$ cat src/rtl/mips_branch_resolver_if.sv
// Branch-resolver bus: the branch request from the decode stage plus the
// registered outcome and statistics returned to the PC-select/flush logic.
//
// Handshake: a branch transfers on a rising edge where in_valid = 1,
// stall = 0 and flush = 0. stall acts as the inverse of ready: while it is
// high nothing is accepted and upstream must re-present the branch. flush
// discards the presented branch and the current result. out_valid marks
// one registered result per accepted branch, held stable while stalled.
interface mips_branch_resolver_if #(
    parameter int WIDTH     = 32,
    parameter int CNT_WIDTH = 16
) ();
    logic                 in_valid;
    logic                 stall;
    logic                 flush;
    logic [2:0]           mode;
    logic [WIDTH-1:0]     data1;
    logic [WIDTH-1:0]     data2;
    logic                 pred_taken;
    logic                 out_valid;
    logic                 taken;
    logic                 mispredict;
    logic [CNT_WIDTH-1:0] branch_cnt;
    logic [CNT_WIDTH-1:0] mispred_cnt;

    // Upstream side: presents branches, observes results.
    modport master (
        output in_valid, stall, flush, mode, data1, data2, pred_taken,
        input  out_valid, taken, mispredict, branch_cnt, mispred_cnt
    );

    // Resolver side.
    modport slave (
        input  in_valid, stall, flush, mode, data1, data2, pred_taken,
        output out_valid, taken, mispredict, branch_cnt, mispred_cnt
    );
endinterface

$ cat src/rtl/mips_branch_resolver.sv
// Registered branch-condition unit at the ID/EX boundary. Evaluates one of
// eight conditions on rs/rt, registers the outcome with the fetch-stage
// prediction, flags mispredictions and keeps saturating statistics.
module mips_branch_resolver #(
    parameter int WIDTH     = 32,
    parameter int CNT_WIDTH = 16
) (
    input  logic                   clk,
    input  logic                   reset,
    mips_branch_resolver_if.slave  bus
);
    localparam logic [CNT_WIDTH-1:0] CNT_MAX = '1;

    logic                 cond;
    logic                 out_valid_r;
    logic                 taken_r;
    logic                 pred_r;
    logic [CNT_WIDTH-1:0] branch_cnt_r;
    logic [CNT_WIDTH-1:0] mispred_cnt_r;
    logic                 load;

    // A branch is accepted only when neither stalled nor flushed.
    assign load = bus.in_valid & ~bus.stall & ~bus.flush;

    // Condition evaluation; signed modes use the full-width two's complement
    // value with the MSB as sign, zero tests ignore data2.
    always_comb begin
        cond = 1'b0;
        case (bus.mode)
            3'b000:  cond = (bus.data1 == bus.data2);
            3'b001:  cond = (bus.data1 != bus.data2);
            3'b010:  cond = ($signed(bus.data1) <  $signed(bus.data2));
            3'b011:  cond = ($signed(bus.data1) >= $signed(bus.data2));
            3'b100:  cond = (bus.data1 <  bus.data2);
            3'b101:  cond = (bus.data1 >= bus.data2);
            3'b110:  cond = bus.data1[WIDTH-1] | (bus.data1 == '0);
            3'b111:  cond = ~bus.data1[WIDTH-1] & (bus.data1 != '0);
            default: cond = 1'b0;
        endcase
    end

    // Output register: reset > flush > stall > load.
    always_ff @(posedge clk) begin
        if (reset) begin
            out_valid_r <= 1'b0;
            taken_r     <= 1'b0;
            pred_r      <= 1'b0;
        end else if (bus.flush) begin
            out_valid_r <= 1'b0;
        end else if (!bus.stall) begin
            out_valid_r <= bus.in_valid;
            if (bus.in_valid) begin
                taken_r <= cond;
                pred_r  <= bus.pred_taken;
            end
        end
    end

    // Statistics: each counter saturates on its own, never wraps.
    always_ff @(posedge clk) begin
        if (reset) begin
            branch_cnt_r  <= '0;
            mispred_cnt_r <= '0;
        end else if (load) begin
            if (branch_cnt_r != CNT_MAX)
                branch_cnt_r <= branch_cnt_r + 1'b1;
            if ((cond != bus.pred_taken) && (mispred_cnt_r != CNT_MAX))
                mispred_cnt_r <= mispred_cnt_r + 1'b1;
        end
    end

    assign bus.out_valid   = out_valid_r;
    assign bus.taken       = out_valid_r & taken_r;
    assign bus.mispredict  = out_valid_r & (taken_r ^ pred_r);
    assign bus.branch_cnt  = branch_cnt_r;
    assign bus.mispred_cnt = mispred_cnt_r;
endmodule

$ cat src/flat_wrapper.sv
// flat-port wrapper written by rule: the top's interface ports become plain ports
module mips_branch_resolver_flat 
#(
    parameter int WIDTH     = 32,
    parameter int CNT_WIDTH = 16
)
  (clk, reset, bus_in_valid, bus_stall, bus_flush, bus_mode, bus_data1, bus_data2, bus_pred_taken, bus_out_valid, bus_taken, bus_mispredict, bus_branch_cnt, bus_mispred_cnt);
  mips_branch_resolver_if #(.WIDTH(WIDTH), .CNT_WIDTH(CNT_WIDTH)) bus_i ();
  input  logic clk;
  input  logic reset;
  input wire logic [$bits(bus_i.in_valid)-1:0] bus_in_valid;
  input wire logic [$bits(bus_i.stall)-1:0] bus_stall;
  input wire logic [$bits(bus_i.flush)-1:0] bus_flush;
  input wire logic [$bits(bus_i.mode)-1:0] bus_mode;
  input wire logic [$bits(bus_i.data1)-1:0] bus_data1;
  input wire logic [$bits(bus_i.data2)-1:0] bus_data2;
  input wire logic [$bits(bus_i.pred_taken)-1:0] bus_pred_taken;
  output wire logic [$bits(bus_i.out_valid)-1:0] bus_out_valid;
  output wire logic [$bits(bus_i.taken)-1:0] bus_taken;
  output wire logic [$bits(bus_i.mispredict)-1:0] bus_mispredict;
  output wire logic [$bits(bus_i.branch_cnt)-1:0] bus_branch_cnt;
  output wire logic [$bits(bus_i.mispred_cnt)-1:0] bus_mispred_cnt;
  assign bus_i.in_valid = bus_in_valid;
  assign bus_i.stall = bus_stall;
  assign bus_i.flush = bus_flush;
  assign bus_i.mode = bus_mode;
  assign bus_i.data1 = bus_data1;
  assign bus_i.data2 = bus_data2;
  assign bus_i.pred_taken = bus_pred_taken;
  assign bus_out_valid = bus_i.out_valid;
  assign bus_taken = bus_i.taken;
  assign bus_mispredict = bus_i.mispredict;
  assign bus_branch_cnt = bus_i.branch_cnt;
  assign bus_mispred_cnt = bus_i.mispred_cnt;
  mips_branch_resolver #(.WIDTH(WIDTH), .CNT_WIDTH(CNT_WIDTH)) u_core (.clk(clk), .reset(reset), .bus(bus_i));
endmodule
$ cat config.mk
export PLATFORM = sky130hd
export DESIGN_NAME = mips_branch_resolver_flat
export DESIGN_NICKNAME = d
export VERILOG_FILES = /design/src/rtl/mips_branch_resolver_if.sv /design/src/rtl/mips_branch_resolver.sv /design/src/flat_wrapper.sv
export SDC_FILE = /design/constraint.sdc
export NUM_CORES = 1
export LEC_CHECK = 0
export BUFFER_PORTS_ARGS = -buffer_cell sky130_fd_sc_hd__clkbuf_2
export CAP_MARGIN = 20
export CORE_UTILIZATION = 45
export CTS_BUF_LIST = sky130_fd_sc_hd__clkbuf_4 sky130_fd_sc_hd__clkbuf_8
export CTS_CLUSTER_SIZE = 24
export DETAILED_ROUTE_END_ITERATION = 12
export HOLD_SLACK_MARGIN = 0.12
export PLACE_DENSITY_LB_ADDON = 0.3
export SYNTH_ARGS = -nofsm -noshare
export SYNTH_HDL_FRONTEND = slang
export SYNTH_SLANG_ARGS = --single-unit
$ cat constraint.sdc
create_clock -name clk -period 4.2 [get_ports clk]
set_input_delay 0.84 -clock clk [delete_from_list [all_inputs] [get_ports clk]]
set_output_delay 0.84 -clock clk [all_outputs]
set_load 0.01 [all_outputs]
==> flow_summary.json, run 1 <==
{
  "status": "complete, no violations",
  "fp.dieH_um": 78.9,
  "maxSlewViolCount": 0,
  "critPathLaunchType": "input pin",
  "numPortBuffers": 107,
  "yosysSeqAreaShare_pct": 26.3,
  "wirelength_mm": 6.17,
  "fin_skew_ns": 0.00411,
  "synth_edf_count": 0,
  "viasPerCell": 5.28,
  "clk_pin_slew_ns": 0.07,
  "cts_tree": "done",
  "ios": 108,
  "seq_area_sq_um": 701,
  "synthTopCellsByArea": "dfxtp_1 26%, ha_1 16%, a21oi_1 5.8%",
  "final_core_util_pct": 59.7,
  "syn-num-nets": 456,
  "die_x_um": 78.9,
  "core-area_sq_mm": 0.00561,
  "grt_pass1_vias": 2615,
  "post_cts_resized": 0,
  "vias": 2800,
  "ys_warn_count": 0,
  "busiest_layer": "met2",
  "root_buffer": "clkbuf_8",
  "setup_viol": 0,
  "cp.arrival_ns": 3.99,
  "yosysTopAreaCell": "dfxtp_1",
  "initial_core_util_pct": 47.5,
  "yosys.area_share.simple_pct": 27.5,
  "setup_tns_ns": 0,
  "antenna_found_initial": 0,
  "cts_setup_buffers": 0,
  "period_needed_ns": 3.79,
  "grt_max_degree": 39,
  "clk_latency_ns": 0.28,
  "dpl.hpwl_mm": 5.06,
  "syn_inst": 349,
  "grt_pass1_wl_mm": 10.8,
  "fmax_mhz": 264,
  "synth_top_family_by_area": "simple AND/OR/NAND/NOR gates",
  "crit_required_ns": 4.41,
  "whs_ns": 0.466,
  "grt-ovfl-total": 0,
  "fin_cells": 530,
  "tightest_slew_ns": 0.755,
  "grt_use_met2_pct": 38.2,
  "fillers": 561,
  "drtIter0Drc": 112,
  "ys_types": 45,
  "synth.area.mux_share_pct": 1.97,
  "maxCapViolations": 0,
  "grt_use_met1_pct": 25.5,
  "clk_path_buf_depth": 2,
  "p_leak_nw": 1.66,
  "synth-xor-area-share_pct": 6.25,
  "met3_usage_pct": 3.79,
  "final_common_cell": "clkbuf_2",
  "multiInputGateArea_sq_mm": 0.00179,
  "fp.dieArea_sq_mm": 0.00623,
  "slew-limit-headroom_pct": 49.7,
  "drc": 0,
  "cts_buffers": 5,
  "layout_common_cells": "107 x clkbuf_2, 38 x inv_1, 35 x nor2_1, 35 x dfxtp_1, 34 x ha_1",
  "endpoint_kind": "register",
  "rows": 27,
  "diodes": 0,
  "layout.nets": 564,
  "firstDrtPassIters": 4,
  "synth_compound_area_share_pct": 15.5,
  "async_reset_ff_share_pct": 0,
  "yosysTopAreaCellShare_pct": 26.3,
  "antenna_left": 0,
  "final_layout_size_suffix_gt1_share_pct": 27.3,
  "cp_max_fo": 15,
  "wl_per_cell_um": 11.6,
  "synth_seq_cells": 35,
  "syn_area_sq_mm": 0.00266,
  "hp-class": "register to register",
  "synth_adder_area_share_pct": 16.0,
  "hold_buffers": 0,
  "place.gp.congestion": 0.856,
  "irDropWorstVdd_uv": 176,
  "period_share_pct": 90.1,
  "rsz0062_at_grt": "false",
  "cts.htree.levels": 2,
  "clock_sinks": 35,
  "track_usage_pct": 21.0,
  "syn_to_final_growth_pct": 25.7,
  "hold_viol": 0,
  "synth.avg_cell_area_sq_um": 7.63,
  "power.density_mw_per_mm2": 219,
  "critPathKind": "input pin to register",
  "synth-main-ff-cell": "dfxtp_1",
  "placedCellCount": 522
}
final cells by class:
class / instances / area share, %
multi-input cells: 270 / 53.5
flip-flops and latches: 35 / 20.9
repair buffers: 107 / 16.0
inverters: 38 / 4.26
well taps: 72 / 2.69
clock buffers: 7 / 2.50
clock inverters: 1 / 0.149
power breakdown:
part	internal (mW)	switching [mW]	total, mW
clock network	0.129	0.117	0.246
registers	0.334	0.00294	0.337
logic	0.0699	0.0788	0.149
registers in the layout, indices dropped and copies added, names as in the netlist:
name	count
u_core.bus.out_valid	1
u_core.bus.mispred_cnt	16
u_core.bus.branch_cnt	16
u_core.pred_r	1
u_core.taken_r	1
critical path: stages:
cell and delay [ns]:
clkbuf_2 0.08, inv_1 0.04, ha_1 0.33, nand4_1 0.17, nor4_1 0.42, a21boi_0 0.27
o31a_1 0.24, o31ai_1 0.10, a211o_1 0.35, o221a_4 0.32, and2_4 0.20, or4_1 0.47
a21oi_1 0.15
cell families (layout without fill, tap and decap cells):
| group | count (synthesis) | count (layout) |
|---|---|---|
| xor gates and xnor gates | 19 | 19 |
| and+or+nand+nor | 146 | 146 |
| AOI/OAI and AO/OA | 66 | 66 |
| DFF | 35 | 35 |
| buffers and inverters | 44 | 153 |
| muxes | 5 | 5 |
| adders and majority gates | 34 | 34 |
metal layers:
| metal | vias to the layer above | share of wire [%] |
|---|---|---|
| li1 | 1450 | - |
| met1 | 1268 | 47 |
| met2 | 74 | 47 |
| met3 | 8 | 4.5 |
| met4 | 0 | 1.0 |
| met5 | - | 0 |
synthesized netlist by cell type, drive strengths merged (4+ instances only):
cell type,number
nor2b,7
nand4,11
xnor2,7
nand2,30
a21oi,32
nor3,5
nor4,10
nor2,35
clkbuf,5
nand3,21
inv,38
ha,34
o21ai,11
dfxtp,35
and2,4
or3,6
and3,8
xor2,12
stage by stage:
stage / setup WS (ns) / cell area [sq um] / power, mW
final: 0.415 / 3350 / 0.732
after global routing: 0.0549 / 3350 / 0.773
after CTS: 0.409 / 3350 / 0.739
after detailed placement: 0.107 / 3260 / 0.494
after global placement: 0.273 / 3260 / 0.488
after floorplan: 0.458 / 2660 / 0.432
worst paths after layout:
path / startpoint / to / slack [ns] / cells after the start
setup / recovery: bus_data2[14] / u_core.bus.mispred_cnt[15]$_SDFFE_PP0P_ / 0.41 / 13
hold / removal: u_core.pred_r$_SDFFE_PP0P_ / u_core.pred_r$_SDFFE_PP0P_ / 0.47 / 2
setup reg to reg: u_core.bus.mispred_cnt[0]$_SDFFE_PP0P_ / u_core.bus.mispred_cnt[15]$_SDFFE_PP0P_ / 1.35 / 9
hold reg to reg: u_core.pred_r$_SDFFE_PP0P_ / u_core.pred_r$_SDFFE_PP0P_ / 0.47 / 2
(Power assumes the default switching activity.)
==> run 2: changes to the inputs <==
--- a/config.mk
+++ b/config.mk
@@ -13,6 +13,7 @@
 export DETAILED_ROUTE_END_ITERATION = 12
 export HOLD_SLACK_MARGIN = 0.12
 export PLACE_DENSITY_LB_ADDON = 0.3
+export REMOVE_ABC_BUFFERS = 1
 export SYNTH_ARGS = -nofsm -noshare
 export SYNTH_HDL_FRONTEND = slang
 export SYNTH_SLANG_ARGS = --single-unit
==> run 2 against run 1 <==
First-iteration DRC count is 42% lower. Wire length is 1.0% higher. Maximum frequency is 1.3% higher. Highest routed layer unchanged. Via count is 3.2% lower. Sequential cell count stayed put. Sequential power hardly changed. Worst setup slack better by 0.050 ns. Critical path depth stayed put. Cell area is 0.45% higher. Combinational power hardly changed.
==> flow_summary.json, run 2 (synthesized netlist as in run 1, its figures left out) <==
{
  "hold_buffers": 0,
  "rows": 27,
  "cpPeakStageDelay_ns": 0.47,
  "setup_slack_ns": 0.465,
  "status": "complete, no violations",
  "drtIter0Drc": 65,
  "layout.nets": 564,
  "initial_core_util_pct": 47.5,
  "cp.arrival_ns": 3.94,
  "diodes": 0,
  "ios": 108,
  "grt-ovfl-total": 0,
  "total_power_mw": 0.757,
  "endpoint_kind": "register",
  "antenna_found_initial": 0,
  "rsz0062_at_grt": "false",
  "wirelength_mm": 6.24,
  "drc": 0,
  "cpMaxStageDelayCell": "or4_1",
  "power.density_mw_per_mm2": 225,
  "setup_tns_ns": 0,
  "root_buffer": "clkbuf_8",
  "dpl.hpwl_mm": 5.14,
  "critPathLaunchType": "input pin",
  "cp_max_fo": 15,
  "fmax_mhz": 268,
  "place.gp.congestion": 0.891,
  "fin_skew_ns": 0.00263,
  "grt_pass1_wl_mm": 10.9,
  "numPortBuffers": 107,
  "placedCellCount": 522,
  "track_usage_pct": 21.4,
  "hp-class": "register to register",
  "clk_pin_slew_ns": 0.07,
  "cts.htree.levels": 2,
  "slew-limit-headroom_pct": 49.7,
  "cpMostUsedCell": "o31a_1",
  "final_area_sq_mm": 0.00336,
  "grt_pass1_vias": 2705,
  "hold_viol": 0,
  "whs_ns": 0.479,
  "fillers": 542,
  "critPathKind": "input pin to register",
  "post_cts_resized": 0,
  "final_core_util_pct": 60.0,
  "period_needed_ns": 3.74,
  "grt_max_degree": 39,
  "wl_per_cell_um": 11.8,
  "irDropWorstVdd_uv": 199,
  "fin_cells": 530,
  "vias": 2711,
  "top_layer": "met4",
  "cts_tree": "done",
  "maxCapViolations": 0,
  "final_layout_size_suffix_gt1_share_pct": 27.3,
  "clk_latency_ns": 0.28,
  "final_common_cell": "clkbuf_2",
  "wirelength_met1_mm": 2.99,
  "layout_common_cells": "107 x clkbuf_2, 38 x inv_1, 35 x nor2_1, 35 x dfxtp_1, 34 x ha_1",
  "wl_met2_mm": 2.88,
  "tightest_slew_ns": 0.755,
  "crit_required_ns": 4.40,
  "syn_to_final_growth_pct": 26.3,
  "maxSlewViolCount": 0,
  "viasPerCell": 5.12,
  "dpl-instance-area_sq_mm": 0.00326,
  "cts_setup_buffers": 0,
  "fp.dieArea_sq_mm": 0.00623,
  "p_leak_nw": 1.66,
  "period_share_pct": 88.9,
  "crit_chain": "clkbuf_2, inv_1, ha_1, nand4_1, nor2_1, a221o_1, o31a_1, o31a_1, a211o_1, o221a_4, and2_4, or4_1, a21oi_1",
  "core-area_sq_mm": 0.00561,
  "met3_length_um": 313,
  "fp.dieH_um": 78.9,
  "antenna_left": 0,
  "cts_buffers": 5,
  "setup_viol": 0,
  "firstDrtPassIters": 4,
  "place_ws_ns": 0.188,
  "die_x_um": 78.9,
  "clk_path_buf_depth": 2,
  "clock_sinks": 35
}
[run 2: area by class of cell]
cell class,count,area [sq um],share of cell area (%)
multi-input combinational,270,1790,53.2
sequential,35,701,20.8
timing repair buffer,107,536,15.9
inverter,38,143,4.24
clock buffer,8,104,3.09
tap,72,90.1,2.68
[run 2: routing by layer]
layer  GRT usage [%]  up-vias
met5               0        -
met4            4.00        0
met3            5.06        6
met2            38.8       59
met1            25.8     1192
li1                -     1454
[run 2: path summary, 6_finish.rpt]
| path | startpoint | endpoint | slack (ns) | depth (start not counted) |
|---|---|---|---|---|
| hold / removal | u_core.pred_r$_SDFFE_PP0P_ | u_core.pred_r$_SDFFE_PP0P_ | 0.48 | 2 |
| setup reg to reg | u_core.bus.mispred_cnt[0]$_SDFFE_PP0P_ | u_core.bus.mispred_cnt[15]$_SDFFE_PP0P_ | 1.41 | 9 |
| setup / recovery | bus_data2[14] | u_core.bus.mispred_cnt[15]$_SDFFE_PP0P_ | 0.46 | 13 |
| hold reg to reg | u_core.pred_r$_SDFFE_PP0P_ | u_core.pred_r$_SDFFE_PP0P_ | 0.48 | 2 |
[run 2: report_power, final]
part / switching, mW / internal (mW) / leakage (nW)
Combinational: 0.0796 / 0.0699 / 1.32
Sequential: 0.00288 / 0.334 / 0.282
Clock: 0.114 / 0.156 / 0.0549
[run 2: worst max-delay path: cells and delay by family]
kind	cells	cell delay, ns
simple gates	4	0.92
fa+ha+maj	1	0.33
buf+inv	2	0.10
compound gates	6	1.73
==> run 3: changes to the inputs <==
--- a/config.mk
+++ b/config.mk
@@ -8,12 +8,13 @@
 export BUFFER_PORTS_ARGS = -buffer_cell sky130_fd_sc_hd__clkbuf_2
 export CAP_MARGIN = 20
 export CORE_UTILIZATION = 45
-export CTS_BUF_LIST = sky130_fd_sc_hd__clkbuf_4 sky130_fd_sc_hd__clkbuf_8
+export CTS_BUF_LIST = sky130_fd_sc_hd__clkbuf_4
 export CTS_CLUSTER_SIZE = 24
 export DETAILED_ROUTE_END_ITERATION = 12
 export HOLD_SLACK_MARGIN = 0.12
 export PLACE_DENSITY_LB_ADDON = 0.3
 export REMOVE_ABC_BUFFERS = 1
+export SKIP_LAST_GASP = 1
 export SYNTH_ARGS = -nofsm -noshare
 export SYNTH_HDL_FRONTEND = slang
 export SYNTH_SLANG_ARGS = --single-unit
==> run 3 against run 2 <==
Via count down 0.22%. Sequential cell count unchanged. Worst setup slack better by 0.060 ns. Sequential share of layout area up 0.32 points. Critical endpoint unchanged. Largest cell class unchanged.
==> flow_summary.json, run 3 (synthesized netlist as in run 1, its figures left out) <==
{
  "status": "complete, no violations",
  "diodes": 0,
  "ios": 108,
  "final_area_sq_mm": 0.00331,
  "path_delay_family": "compound AO/OA/AOI/OAI gates",
  "fp.dieArea_sq_mm": 0.00623,
  "cts_buffers": 5,
  "final_layout_size_suffix_gt1_share_pct": 26.9,
  "reg2reg_depth": 9,
  "setup_tns_ns": 0,
  "syn_to_final_growth_pct": 24.3,
  "wirelength_mm": 6.27,
  "fmax_mhz": 272,
  "r2r_start": "u_core.bus.mispred_cnt[0]$_SDFFE_PP0P_",
  "fin_skew_ns": 0.00169,
  "slew-limit-headroom_pct": 50.3,
  "drc": 0,
  "rows": 27,
  "fin_cells": 530,
  "hp-start": "u_core.pred_r$_SDFFE_PP0P_",
  "hp-class": "register to register",
  "track_usage_pct": 21.9,
  "cts.htree.levels": 2,
  "cp_max_fo": 15,
  "grt_pass1_wl_mm": 11.0,
  "dpl-instance-area_sq_mm": 0.00326,
  "hold_buffers": 0,
  "root_buffer": "clkbuf_4",
  "tightest_slew_ns": 0.745,
  "grt_max_degree": 39,
  "final_common_cell": "clkbuf_2",
  "drtIter0Drc": 77,
  "whs_path_depth": 2,
  "layout.nets": 564,
  "place.gp.congestion": 0.891,
  "post_cts_resized": 0,
  "wl_per_cell_um": 11.8,
  "antenna_left": 0,
  "fillers": 549,
  "core-area_sq_mm": 0.00561,
  "dpl.hpwl_mm": 5.14,
  "grt_pass1_vias": 2740,
  "maxSlewViolCount": 0,
  "total_power_mw": 0.661,
  "r2r_slack_ns": 1.41,
  "irDropWorstVdd_uv": 193,
  "clk_latency_ns": 0.33,
  "p_leak_nw": 1.64,
  "numPortBuffers": 107,
  "critPathKind": "input pin to register",
  "cpMostUsedCell": "o31a_1",
  "cts_setup_buffers": 0,
  "critPathBufInv": 2,
  "clk_path_buf_depth": 2,
  "whs_ns": 0.485,
  "antenna_found_initial": 0,
  "critPathLaunchType": "input pin",
  "clock_sinks": 35,
  "vias": 2705,
  "crit_required_ns": 4.46,
  "firstDrtPassIters": 4,
  "setup_viol": 0,
  "viasPerCell": 5.10,
  "maxCapViolations": 0,
  "worstReg2RegEnd": "u_core.bus.mispred_cnt[15]$_SDFFE_PP0P_",
  "fp.dieH_um": 78.9,
  "initial_core_util_pct": 47.5,
  "cp.arrival_ns": 3.93,
  "worst_hold_path.endpoint": "u_core.pred_r$_SDFFE_PP0P_",
  "die_x_um": 78.9,
  "period_share_pct": 87.5,
  "hold_viol": 0,
  "endpoint_kind": "register",
  "cts_tree": "done",
  "rsz0062_at_grt": "false",
  "power.density_mw_per_mm2": 200,
  "placedCellCount": 522,
  "clk_pin_slew_ns": 0.10,
  "grt-ovfl-total": 0,
  "cpPeakStageDelay_ns": 0.47,
  "cpMaxStageDelayCell": "or4_1",
  "layout_common_cells": "107 x clkbuf_2, 38 x inv_1, 35 x nor2_1, 35 x dfxtp_1, 34 x ha_1",
  "crit_chain": "clkbuf_2, inv_1, ha_1, nand4_1, nor2_1, a221o_1, o31a_1, o31a_1, a211o_1, o221a_4, and2_4, or4_1, a21oi_1",
  "period_needed_ns": 3.68
}
[run 3: changes by cell type in the layout (fill, tap and decap cells not counted), sizes merged]
cell,before,now
clkinv,0,2
clkbuf,115,113
[run 3: worst max-delay path by stage]
stage                        from                                      end  slack (ns)  cells past startpoint
finish              bus_data2[14]  u_core.bus.mispred_cnt[15]$_SDFFE_PP0P_        0.52                     13
global route        bus_data2[14]   u_core.bus.mispred_cnt[7]$_SDFFE_PP0P_        0.36                     13
CTS                 bus_data2[14]  u_core.bus.mispred_cnt[15]$_SDFFE_PP0P_        0.54                     13
detailed placement  bus_data2[14]  u_core.bus.mispred_cnt[15]$_SDFFE_PP0P_        0.19                     13
global placement    bus_data2[14]  u_core.bus.mispred_cnt[15]$_SDFFE_PP0P_        0.24                     13
floorplan           bus_data2[14]  u_core.bus.mispred_cnt[15]$_SDFFE_PP0P_        0.45                     12
[run 3: layout make-up]
class	instances	area [sq um]	area share [%]
Inverter	38	143	4.31
Clock buffer	6	45.0	1.36
Multi-Input combinational cell	270	1790	54.1
Timing Repair Buffer	107	536	16.2
Tap cell	72	90.1	2.72
Sequential cell	35	701	21.2
Clock inverter	2	7.51	0.227
[run 3: layer usage]
metal	wire, um	track usage, %	part of all wire (%)	vias to the layer above
met2	2920	39.2	47	69
met4	42	5.45	0.67	0
met3	339	5.52	5.4	4
met1	2970	25.8	47	1179
met5	0	0	0	-
li1	-	-	-	1453
[run 3: report_power, final]
part | internal [mW] | switching [mW] | total [mW]
combinational | 0.0699 | 0.0798 | 0.150
clock | 0.0684 | 0.106 | 0.174
sequential | 0.334 | 0.00289 | 0.337
[run 3: tightest hold or removal path, delay by kind of cell, from the launching register on]
| family | cells | cell delay [ns] |
|---|---|---|
| flip-flops | 1 | 0.33 |
| AND/OR/NAND/NOR | 1 | 0.05 |
| AO/OA/AOI/OAI | 1 | 0.06 |
[run 3: metrics by stage]
stage	worst slack, ns	util (%)
2_1_floorplan	0.449	-
3_3_place_gp	0.236	58.1
3_5_place_dp	0.188	58.1
4_1_cts	0.542	59.1
5_1_grt	0.361	59.1
6_report	0.524	59.1
